<file path="src/rtl/mlp_train_sequencer.sv">
// Purpose: sequences MLP training over a small sample memory for a host-requested number of epochs.
// Latency: each sample takes SETTLE_CYCLES+1 cycles; the done pulse comes N*S*(SETTLE_CYCLES+1) edges after the start edge.
// Backpressure: none; start is ignored outside IDLE, load_en is ignored while busy, abort returns to IDLE.
//
// Ports:
//   clk, rst                     clock, synchronous active-high reset
//   load_en/addr/values/expected write one sample (IDLE/DONE only)
//   start, num_epochs, lr_in     launch a run; epoch count and rate are latched
//   abort                        cancel a run without a done pulse
//   mlp_values/expected/training/lr   drive the MLP datapath
//   busy, done, epoch_count, sample_idx  run status
module mlp_train_sequencer #(
   parameter int INPUTS        = 2,
   parameter int OUTPUTS       = 1,
   parameter int NUM_SAMPLES   = 4,
   parameter int SETTLE_CYCLES = 2,
   parameter int EPOCH_W       = 16,
   parameter int DATA_W        = 16,
   localparam int AW = (NUM_SAMPLES > 1) ? $clog2(NUM_SAMPLES) : 1
) (
   input  logic                        clk,
   input  logic                        rst,
   input  logic                        load_en,
   input  logic [AW-1:0]               load_addr,
   input  logic [INPUTS*DATA_W-1:0]    load_values,
   input  logic [OUTPUTS*DATA_W-1:0]   load_expected,
   input  logic                        start,
   input  logic [EPOCH_W-1:0]          num_epochs,
   input  logic [DATA_W-1:0]           lr_in,
   input  logic                        abort,
   output logic [INPUTS*DATA_W-1:0]    mlp_values,
   output logic [OUTPUTS*DATA_W-1:0]   mlp_expected,
   output logic                        mlp_training,
   output logic [DATA_W-1:0]           mlp_lr,
   output logic                        busy,
   output logic                        done,
   output logic [EPOCH_W-1:0]          epoch_count,
   output logic [AW-1:0]               sample_idx
);

   localparam int VW  = INPUTS * DATA_W;
   localparam int EW  = OUTPUTS * DATA_W;
   localparam int SCW = (SETTLE_CYCLES > 1) ? $clog2(SETTLE_CYCLES) : 1;

   typedef enum logic [1:0] {IDLE, SETTLE, UPDATE, DONE} state_t;

   state_t             state;
   logic [SCW-1:0]     settle_cnt;
   logic [EPOCH_W-1:0] epochs_q;
   logic [VW+EW-1:0]   mem [NUM_SAMPLES];

   logic               run_state;
   logic               wr_ok;
   logic               last_sample;
   logic [AW-1:0]      nxt_idx;
   logic [AW-1:0]      rd_addr;
   logic [VW+EW-1:0]   rd_word;

   assign run_state   = (state == SETTLE) || (state == UPDATE);
   assign wr_ok       = load_en && !run_state && (int'(load_addr) < NUM_SAMPLES);
   assign last_sample = (sample_idx == AW'(NUM_SAMPLES - 1));
   assign nxt_idx     = last_sample ? '0 : sample_idx + AW'(1);
   // IDLE reads sample 0 for the start edge; UPDATE reads the following sample.
   assign rd_addr     = (state == UPDATE) ? nxt_idx : '0;

   // A write landing on the start edge is forwarded so the run sees the new data.
   always_comb begin
      rd_word = mem[rd_addr];
      if (wr_ok && (load_addr == rd_addr))
         rd_word = {load_values, load_expected};
   end

   // Sample memory is deliberately not reset.
   always_ff @(posedge clk) begin
      if (wr_ok)
         mem[load_addr] <= {load_values, load_expected};
   end

   always_ff @(posedge clk) begin
      if (rst) begin
         state        <= IDLE;
         settle_cnt   <= '0;
         epochs_q     <= '0;
         mlp_values   <= '0;
         mlp_expected <= '0;
         mlp_training <= 1'b0;
         mlp_lr       <= '0;
         busy         <= 1'b0;
         done         <= 1'b0;
         epoch_count  <= '0;
         sample_idx   <= '0;
      end else if (abort && state != IDLE) begin
         // epoch_count is kept so the host can see how far the run got.
         state        <= IDLE;
         settle_cnt   <= '0;
         mlp_training <= 1'b0;
         mlp_lr       <= '0;
         busy         <= 1'b0;
         done         <= 1'b0;
         sample_idx   <= '0;
      end else begin
         case (state)
            IDLE: begin
               if (start && !abort) begin
                  epochs_q    <= num_epochs;
                  epoch_count <= '0;
                  sample_idx  <= '0;
                  settle_cnt  <= '0;
                  if (num_epochs == '0) begin
                     state <= DONE;
                     done  <= 1'b1;
                  end else begin
                     state        <= SETTLE;
                     busy         <= 1'b1;
                     mlp_lr       <= lr_in;
                     mlp_values   <= rd_word[VW+EW-1:EW];
                     mlp_expected <= rd_word[EW-1:0];
                  end
               end
            end
            SETTLE: begin
               if (settle_cnt == SCW'(SETTLE_CYCLES - 1)) begin
                  state        <= UPDATE;
                  mlp_training <= 1'b1;
               end else begin
                  settle_cnt <= settle_cnt + SCW'(1);
               end
            end
            UPDATE: begin
               mlp_training <= 1'b0;
               settle_cnt   <= '0;
               sample_idx   <= nxt_idx;
               if (last_sample)
                  epoch_count <= epoch_count + 1'b1;
               if (last_sample && (epoch_count + 1'b1 == epochs_q)) begin
                  state  <= DONE;
                  busy   <= 1'b0;
                  done   <= 1'b1;
                  mlp_lr <= '0;
               end else begin
                  state        <= SETTLE;
                  mlp_values   <= rd_word[VW+EW-1:EW];
                  mlp_expected <= rd_word[EW-1:0];
               end
            end
            DONE: begin
               state <= IDLE;
               done  <= 1'b0;
            end
            default: state <= IDLE;
         endcase
      end
   end

endmodule

</file>
<file path="config.mk">
export PLATFORM = sky130hd
export DESIGN_NAME = mlp_train_sequencer
export DESIGN_NICKNAME = d
export VERILOG_FILES = /design/src/rtl/mlp_train_sequencer.sv
export SDC_FILE = /design/constraint.sdc
export NUM_CORES = 1
export LEC_CHECK = 0
export ABC_AREA = 1
export CORE_MARGIN = 5
export CORE_UTILIZATION = 50
export DETAILED_ROUTE_END_ITERATION = 10
export GPL_ROUTABILITY_DRIVEN = 0
export PLACE_DENSITY = 0.8
export SETUP_SLACK_MARGIN = 0.2
export SLEW_MARGIN = 10
export SYNTH_ARGS = -nofsm -noshare
export SYNTH_HDL_FRONTEND = slang
export SYNTH_SLANG_ARGS = --single-unit
</file>
<file path="constraint.sdc">
create_clock -name clk -period 11.8 [get_ports clk]
set_input_delay 2.36 -clock clk [delete_from_list [all_inputs] [get_ports clk]]
set_output_delay 2.36 -clock clk [all_outputs]
set_load 0.02 [all_outputs]
</file>
==> results of run 1 <==
[worst min-delay path, stage by stage, from the launching register on]
cell	delay (ns)
dfxtp_1	0.30
nand2_1	0.06
a21oi_1	0.05
[where the power goes]
group          leakage (nW)  switching (W)  internal (W)
Sequential             2.61      0.0000646       0.00127
Combinational          2.72       0.000706      0.000416
Clock                 0.512       0.000390      0.000596
Total                  5.84        0.00116       0.00228
[routing by layer]
| layer | GRT usage | vias up |
|---|---|---|
| li1 | - | 4696 |
| met2 | 0.348 | 342 |
| met4 | 0.0546 | 6 |
| met1 | 0.269 | 4603 |
| met5 | 0 | - |
| met3 | 0.0490 | 58 |
[state kept, by name, indices dropped and copies added (netlist names)]
signal and flops:
mlp_expected 16, mem 192, epoch_count 16, busy 1, epochs_q 16, done 1, mlp_values 32, sample_idx 2
mlp_training 1, mlp_lr 16, state 2, settle_cnt 1
[cell usage after synthesis]
master / count
a211oi_1: 1
a21oi_1: 57
a22oi_1: 2
and2_1: 1
buf_1: 3
buf_2: 10
buf_4: 1
buf_6: 5
clkbuf_1: 46
clkinv_1: 2
dfxtp_1: 104
edfxtp_1: 192
ha_1: 6
inv_1: 104
inv_2: 3
mux2_2: 48
nand2_1: 231
nand2_2: 3
nand3_1: 56
nand3b_1: 1
nand4_1: 10
nor2_1: 220
nor2_2: 4
nor2_4: 4
nor3_1: 6
nor3b_1: 1
nor4_1: 2
o2111ai_1: 1
o21ai_0: 119
o21ai_1: 1
o22ai_1: 48
or2_2: 2
xnor2_1: 1
xnor3_1: 2
xor2_1: 1
[cells by family (layout without fill, tap and decap cells)]
kind of cell | after synthesis | count (layout)
AND/OR/NAND/NOR | 541 | 541
buffers and inverters | 174 | 348
AO/OA/AOI/OAI | 229 | 229
adder cells (fa/ha/maj) | 6 | 6
multiplexers | 48 | 48
flip-flops | 296 | 296
XOR/XNOR | 4 | 4
[worst paths after layout]
check        slack (ns)         endpoint  depth (start not counted)        from
min reg2reg        0.46       mlp_lr[12]                          2  mlp_lr[12]
min                0.46       mlp_lr[12]                          2  mlp_lr[12]
max                7.28  epoch_count[14]                         10       abort
max reg2reg        8.20  epoch_count[14]                         10    state[0]
[metrics by stage]
stage,instances,setup WS [ns],util
after floorplan,1298,5.55,-
after global placement,1744,6.87,0.583
after detailed placement,1744,6.80,0.583
after CTS,1802,7.37,0.625
after global routing,1802,7.02,0.625
final,1802,7.28,0.625
[layout make-up]
cell class / count / area, µm² / area share
inverters: 109 / 409 / 0.0261
well taps: 330 / 413 / 0.0264
clock inverters: 7 / 125 / 0.00800
clock buffers: 51 / 921 / 0.0589
repair buffers: 181 / 1790 / 0.114
multi-input cells: 828 / 4140 / 0.265
flip-flops and latches: 296 / 7850 / 0.502
==> run_results.csv, run 1 <==
group,metric,value,unit
route,drcViolationCount,0,
cts,postCtsSetupRepairBufs,0,
power,p_leak,5.84,nW
cts,clk_latency,0.57,ns
setup_path,endpoint_kind,"flop",
floorplan,ios,172,
cts,root_buffer,"clkbuf_16",
sta,max_slew_margin,0.235,
finish,layout_commonest_cell,"nand2_1",
sta,hold_ws,0.463,ns
route,vias,9705,
yosys,synth-compound-area-share,0.0962,
route,wirelength_met1,12900,µm
route,totalWireLength,30600,µm
route,vias_per_cell,5.39,
cts,clockBufferDepth,3,
route,drt-initial-drc-count,733,
finish,fill_cells,1991,
cts,clk_pin_slew_worst_paths,0.06,ns
setup_path,cp_num_buf_inv,3,
sta,worst_slew_pin_slew,1.14,ns
yosys,synth_area,0.0127,mm²
sta,hold_viol,0,
floorplan,start_util,0.505,
finish,synthToLayoutAreaGrowth,23.7,%
setup_path,worstPathMaxFanout,17,
placed_design,io_buffer_count,171,
yosys,ys_ff_latch,296,
route,ant_nets,0,
setup_path,crit_slowest_cell,"nor2_1",
floorplan,dieArea,0.0286,mm²
yosys,yosysSeqAreaShare,0.620,
cts,numCtsBuffers,31,
yosys,synth_cell_type_count,35,
cts,htreeDepth,1,
finish,num_antenna_cells,0,
yosys,synthTopCellsByArea,"edfxtp_1 (46%), dfxtp_1 (16%), nand2_1 (6.9%)",
sta,rsz0062_at_grt,"false",
floorplan,die_h,169,µm
setup_path,worstPathCellList,"clkdlybuf4s50_1 > inv_1 > a21oi_1 > inv_1 > nand2_1 > nor2_1 > nand2_1 > nor2_1 > nand3_1 > a21oi_1",
yosys,synth-simple-area-share,0.174,
sta,setup_tns,0,ns
yosys,synth_top_family_by_area,"simple AND/OR/NAND/NOR gates",
hold_path,hold_class,"flop to flop",
grt,grt_max_degree,98,
grt,grt_overflow,0,
yosys,syn-num-nets,1391,
cts,tritoncts,"built",
yosys,synth_top_area_cell,"edfxtp_1",
yosys,avgSynthCellArea,9.75,µm²
finish,fin_nets,1540,
route,wire_per_inst,17.0,µm
cts,postCtsHoldBufs,0,
cts,postCtsResizedCells,0,
setup_path,cp.arrival,4.99,ns
setup_path,critPathKind,"primary input to flop",
sta,finalCritPeriodShare,0.383,
floorplan,core_area,0.0250,mm²
yosys,synth_xor_area_frac,0.00495,
route,route.met2.wl,14500,µm
grt,antenna_found_initial,3,
floorplan,rows,58,
placed_design,post-dp-hpwl,18100,µm
setup_path,start_kind,"primary input",
setup_path,slowest_delay,1.02,ns
placed_design,placed_cell_area,0.0146,mm²
power,power_density,220,mW/mm²
flow_run,maxCapViolations,0,
grt,gr-usage-all-layers,0.206,
yosys,yosys_warnings,0,
route,firstDrtPassIters,8,
sta,max_freq,221,MHz
finish,postLayoutCellArea,0.0156,mm²
setup_path,cp.required,12.27,ns
power,ir_worst_vdd,0.000160,V
sta,final_max_slew_viol_count,0,
route,dr.max_layer_used,"met5",
yosys,synth_top_area_frac,0.456,
outcome,outcome,"completed",
yosys,synthMuxAreaShare,0.0427,
route,route.met3.wl,2410,µm
finish,layout_common_cells,"nand2_1 (231), nor2_1 (220), edfxtp_1 (192)",
cts,numClockSinks,296,
power,total_power,0.00344,W
setup_path,cp_top_family,"simple AND/OR/NAND/NOR gates",
grt,grt_pass1_vias,9391,
sta,setup_viol,0,
floorplan,die_w,169,µm
sta,finClkSkew,0.0245,ns
yosys,syn_inst,1298,
grt,grt_first_pass_wirelength,48100,µm
yosys,synthAdderAreaFrac,0.00593,
finish,drive_above_1_share,0.0849,
sta,finalCriticalPeriod,4.52,ns
Note: power is estimated with default switching activity, not from simulation.
==> run 2, diff against run 1 <==
==> constraint.sdc (replaced) <==
create_clock -name clk -period 4.59 [get_ports clk]
set_input_delay 0.918 -clock clk [delete_from_list [all_inputs] [get_ports clk]]
set_output_delay 0.918 -clock clk [all_outputs]
set_load 0.02 [all_outputs]
==> run_results.csv, run 2 (same netlist as run 1, synthesis figures left out) <==
group,metric,value,unit
placed_design,placed_cell_area,0.0147,mm²
grt,antenna_found_initial,1,
placed_design,post-dp-hpwl,18700,µm
finish,fill_cells,1943,
setup_path,critPathKind,"flop to flop",
finish,synthToLayoutAreaGrowth,23.6,%
grt,grt_first_pass_wirelength,48000,µm
finish,reg.largest.list,"mem x192, mlp_values x32",
route,drcViolationCount,0,
cts,htreeDepth,1,
setup_path,cp_top_family,"compound AO/OA/AOI/OAI gates",
sta,finalCritPeriodShare,0.716,
power,p_seq_frac,0.395,
finish,stdcell_count,1809,
setup_path,crit_slowest_cell,"o2111ai_4",
power,combPwrFrac,0.337,
route,drt-initial-drc-count,886,
floorplan,core_area,0.0250,mm²
floorplan,dieArea,0.0286,mm²
cts,postCtsResizedCells,0,
cts,postCtsSetupRepairBufs,0,
route,firstDrtPassIters,6,
sta,worst_slew_pin_slew,1.10,ns
setup_path,cp.required,5.01,ns
power,p_leak,5.85,nW
floorplan,rows,58,
setup_path,worstPathCellList,"inv_1 > ha_1 > nand2_1 > a21oi_1 > o2111ai_4 > buf_12 > mux2_2 > nor2_1 > nor2_1",
grt,grt_max_degree,98,
setup_path,endpoint_kind,"flop",
placed_design,place_inst,1756,
setup_path,cp.arrival,3.71,ns
grt,grt_pass1_vias,9332,
setup_path,cp_num_buf_inv,2,
finish,utilization,0.624,
sta,setup_viol,0,
finish,multiInputGateArea,0.00414,mm²
hold_path,hold_class,"flop to flop",
finish,drive_above_1_share,0.0913,
sta,final_max_slew_viol_count,0,
hold_path,whs_path_depth,2,
outcome,outcome,"completed",
power,total_power,0.00866,W
setup_path,worstPathMaxFanout,26,
route,wire_per_inst,16.6,µm
setup_path,start_kind,"flop",
cts,clk_latency,0.54,ns
setup_path,slowest_delay,0.60,ns
cts,numCtsBuffers,29,
finish,fin_nets,1550,
sta,rsz0062_at_grt,"false",
sta,setup_tns,0,ns
setup_path,cp_common_cell,"nor2_1",
cts,postCtsHoldBufs,0,
power,ir_worst_vdd,0.000429,V
finish,layout_commonest_cell,"nand2_1",
sta,finalCriticalPeriod,3.29,ns
setup_path,r2r_setup_slack,1.30,ns
sta,finClkSkew,0.0133,ns
route,totalWireLength,30000,µm
finish,regMostFlops,"mem",
floorplan,die_h,169,µm
sta,max_freq,304,MHz
finish,regArea,0.00785,mm²
setup_path,ff2ff_path_depth,9,
cts,numClockSinks,296,
sta,max_slew_margin,0.265,
floorplan,ios,172,
grt,grt_overflow,0,
route,vias_per_cell,5.35,
finish,num_antenna_cells,0,
cts,tritoncts,"built",
floorplan,die_w,169,µm
sta,hold_viol,0,
power,p_sw,0.00294,W
power,power_density,554,mW/mm²
route,vias,9684,
route,ant_nets,0,
power,sw_frac_of_total,0.340,
grt,gr-usage-all-layers,0.204,
flow_run,maxCapViolations,0,
power,internal-power,0.00572,W
hold_path,min_to,"mlp_lr[7]",
cts,clockBufferDepth,3,
placed_design,io_buffer_count,171,
finish,postLayoutCellArea,0.0156,mm²
setup_path,reg2reg_to,"mlp_values[2]",
floorplan,start_util,0.505,
finish,layout_common_cells,"nand2_1 (231), nor2_1 (220), edfxtp_1 (192)",
setup_path,crit-reg2reg-launch,"state[0]",
finish,largest_reg_flops,192,
power,p_clk_frac,0.268,
hold_path,min_from,"mlp_lr[7]",
cts,clk_pin_slew_worst_paths,0.06,ns
cts,root_buffer,"clkbuf_16",
run 2: cell types whose count changed in the layout (fill, tap and decap cells not counted), sizes merged:
cell,previous run,this run
buf,10,22
clkinvlp,0,1
clkbuf,51,36
clkinv,5,14
run 2: layout make-up:
| class | count | area share |
|---|---|---|
| multi-input combinational | 828 | 0.265 |
| clock inverter | 17 | 0.0102 |
| sequential | 296 | 0.502 |
| timing repair buffer | 193 | 0.121 |
| tap | 330 | 0.0264 |
| inverter | 109 | 0.0262 |
| clock buffer | 36 | 0.0494 |
run 2: how the worst max path moves through the flow:
stage / to / from / cells after the start / slack (ns)
2_1_floorplan: mem[0][0] / load_en / 2 / -0.22
3_3_place_gp: mlp_lr[3] / num_epochs[3] / 9 / 1.22
3_5_place_dp: mlp_values[2] / load_en / 8 / 1.16
4_1_cts: mlp_values[2] / state[0] / 9 / 1.28
5_1_grt: mlp_expected[9] / state[0] / 9 / 1.05
6_report: mlp_values[2] / state[0] / 9 / 1.30
run 2: metal layers:
layer | up-vias | wire length (µm) | track usage
met5 | - | 13 | 0
met4 | 2 | 555 | 0.0539
met3 | 46 | 2580 | 0.0392
met2 | 390 | 13800 | 0.331
met1 | 4542 | 13100 | 0.284
li1 | 4704 | - | -
run 2: per-stage QoR:
step / setup slack, ns / hold slack, ns
2_1_floorplan: -0.221 / 0.431
3_3_place_gp: 1.22 / 0.449
3_5_place_dp: 1.16 / 0.455
4_1_cts: 1.28 / 0.464
5_1_grt: 1.05 / 0.483
6_report: 1.30 / 0.461
run 2: worst min-delay path: stages, from the launching register on:
cell and delay (ns):
dfxtp_1 0.31, nand2_1 0.06, a21oi_1 0.05
run 2: power groups by stage:
stage | registers, W | logic (W) | clock network (W)
floorplan | 0.00370 | 0.00173 | 0
global placement | 0.00347 | 0.00286 | 0
detailed placement | 0.00347 | 0.00292 | 0
CTS | 0.00343 | 0.00294 | 0.00236
global route | 0.00346 | 0.00325 | 0.00248
finish | 0.00342 | 0.00292 | 0.00232
==> run 3, diff against run 2 <==
--- a/config.mk
+++ b/config.mk
@@ -10,7 +10,7 @@
 export CORE_UTILIZATION = 50
 export DETAILED_ROUTE_END_ITERATION = 10
 export GPL_ROUTABILITY_DRIVEN = 0
-export PLACE_DENSITY = 0.8
+export PLACE_DENSITY = 0.83
 export SETUP_SLACK_MARGIN = 0.2
 export SLEW_MARGIN = 10
 export SYNTH_ARGS = -nofsm -noshare
==> constraint.sdc (replaced) <==
create_clock -name clk -period 2.8 [get_ports clk]
set_input_delay 0.56 -clock clk [delete_from_list [all_inputs] [get_ports clk]]
set_output_delay 0.56 -clock clk [all_outputs]
set_load 0.02 [all_outputs]
==> run_results.csv, run 3 (same netlist as run 1, synthesis figures left out) <==
group,metric,value,unit
outcome,outcome,"completed",
cts,tritoncts,"built",
finish,fin_nets,1574,
sta,setup_viol,0,
finish,regArea,0.00786,mm²
floorplan,start_util,0.505,
finish,layout_commonest_cell,"nand2_1",
sta,max_freq,413,MHz
sta,finalCriticalPeriod,2.42,ns
setup_path,endpoint_kind,"flop",
sta,setup_tns,0,ns
cts,clk_pin_slew_worst_paths,0.06,ns
power,power_density,937,mW/mm²
route,firstDrtPassIters,5,
floorplan,ios,172,
finish,stdcell_count,1836,
sta,max_slew_margin,0.560,
finish,multiInputGateArea,0.00421,mm²
finish,synthToLayoutAreaGrowth,27.7,%
setup_path,worstPathMaxFanout,10,
setup_path,crit_slowest_cell,"dfxtp_4",
grt,grt_overflow,0,
route,wire_per_inst,17.1,µm
floorplan,die_w,169,µm
grt,antenna_found_initial,2,
flow_run,maxCapViolations,0,
sta,worst_slew_pin_slew,0.660,ns
grt,gr-usage-all-layers,0.206,
cts,postCtsHoldBufs,0,
sta,worst_slack,0.380,ns
power,ir_worst_vdd,0.000747,V
floorplan,die_h,169,µm
route,ant_nets,0,
sta,rsz0062_at_grt,"false",
grt,grt_pass1_vias,9432,
finish,regMostFlops,"mem",
setup_path,slowest_delay,0.39,ns
hold_path,hold_class,"flop to flop",
finish,fill_cells,1829,
route,vias_per_cell,5.37,
placed_design,place_ws,0.203,ns
power,p_leak,6.09,nW
route,totalWireLength,31400,µm
cts,numCtsBuffers,29,
cts,clockBufferDepth,3,
cts,clk_latency,0.56,ns
finish,layout_common_cells,"nand2_1 (230), nor2_1 (219), edfxtp_1 (192)",
placed_design,place_inst,1766,
floorplan,core_area,0.0250,mm²
route,drt-initial-drc-count,1019,
sta,hold_viol,0,
placed_design,post-dp-hpwl,19100,µm
setup_path,cp_num_buf_inv,3,
setup_path,cp.required,3.25,ns
grt,grt_first_pass_wirelength,48100,µm
finish,largest_reg_flops,192,
sta,hold_ws,0.461,ns
setup_path,critPathKind,"flop to flop",
finish,reg.largest.list,"mem x192, mlp_values x32",
placed_design,io_buffer_count,171,
floorplan,rows,58,
setup_path,worstPathCellList,"ha_4 > nand2_2 > nor2_4 > buf_4 > nand3_1 > nand2_1 > nand3_1 > nand2_1 > nand2_1 > nor2_1 > nand4_1 > nand2_4 > buf_12 > clkbuf_16 > nand2_1 > nand2_1 > nor2_1",
setup_path,start_kind,"flop",
route,vias,9857,
sta,finClkSkew,0.0260,ns
sta,final_max_slew_viol_count,0,
route,drcViolationCount,0,
sta,finalCritPeriodShare,0.864,
cts,root_buffer,"clkbuf_16",
setup_path,cp.arrival,2.87,ns
grt,grt_max_degree,65,
setup_path,cp_common_cell,"nand2_1",
finish,drive_above_1_share,0.112,
setup_path,cp_top_family,"simple AND/OR/NAND/NOR gates",
setup_path,r2r_setup_slack,0.38,ns
cts,numClockSinks,296,
power,total_power,0.0151,W
floorplan,dieArea,0.0286,mm²
cts,htreeDepth,1,
run 3: cell types whose count changed in the layout (fill, tap and decap cells not counted), sizes merged:
cell    change
buf        +20
bufinv      +1
clkbuf      +1
clkinv      -1
diode       +2
inv         +4
run 3: path summary, 6_finish.rpt:
kind                   from             end  cells after the start
min reg2reg       mlp_lr[8]       mlp_lr[8]                      2
max reg2reg  epoch_count[0]  mlp_values[26]                     17
min               mlp_lr[8]       mlp_lr[8]                      2
max          epoch_count[0]  mlp_values[26]                     17
run 3: area by class of cell:
type	count	area share
sequential	296	0.486
multi-input combinational	828	0.260
timing repair buffer	217	0.141
clock buffer	33	0.0465
tap	330	0.0256
inverter	109	0.0253
clock inverter	21	0.0142
antenna	2	0.000310
run 3: worst reg2reg max path: cells and delay by family, from the launching register on:
kind,cells,cell delay (ns)
flip-flops,1,0.39
adder cells (fa/ha/maj),1,0.15
AND/OR/NAND/NOR,13,1.32
buffers and inverters,3,0.45
run 3: timing repair:
item,in CTS,in global routing
gates resized for setup,0,12
endpoints found under the setup margin,0,65
buffers inserted,0,8
run 3: through the flow:
stage	util	instance area, µm²
after floorplan	-	12700
after global placement	0.596	14900
after detailed placement	0.596	14900
after CTS	0.635	15900
after global routing	0.645	16200
final	0.645	16200
run 3: power breakdown:
part / internal [W] / total [W] / switching (W) / leakage [nW]
logic: 0.00231 / 0.00553 / 0.00322 / 3.00
registers: 0.00534 / 0.00562 / 0.000280 / 2.61
clock network: 0.00232 / 0.00398 / 0.00166 / 0.482
run 3: routing by layer:
metal,part of all wire,up-vias,track usage,wire [µm]
li1,-,4770,-,-
met1,0.40,4630,0.260,12700
met2,0.49,398,0.362,15300
met3,0.085,57,0.0416,2660
met4,0.023,2,0.0536,738
met5,0.00041,-,0,13
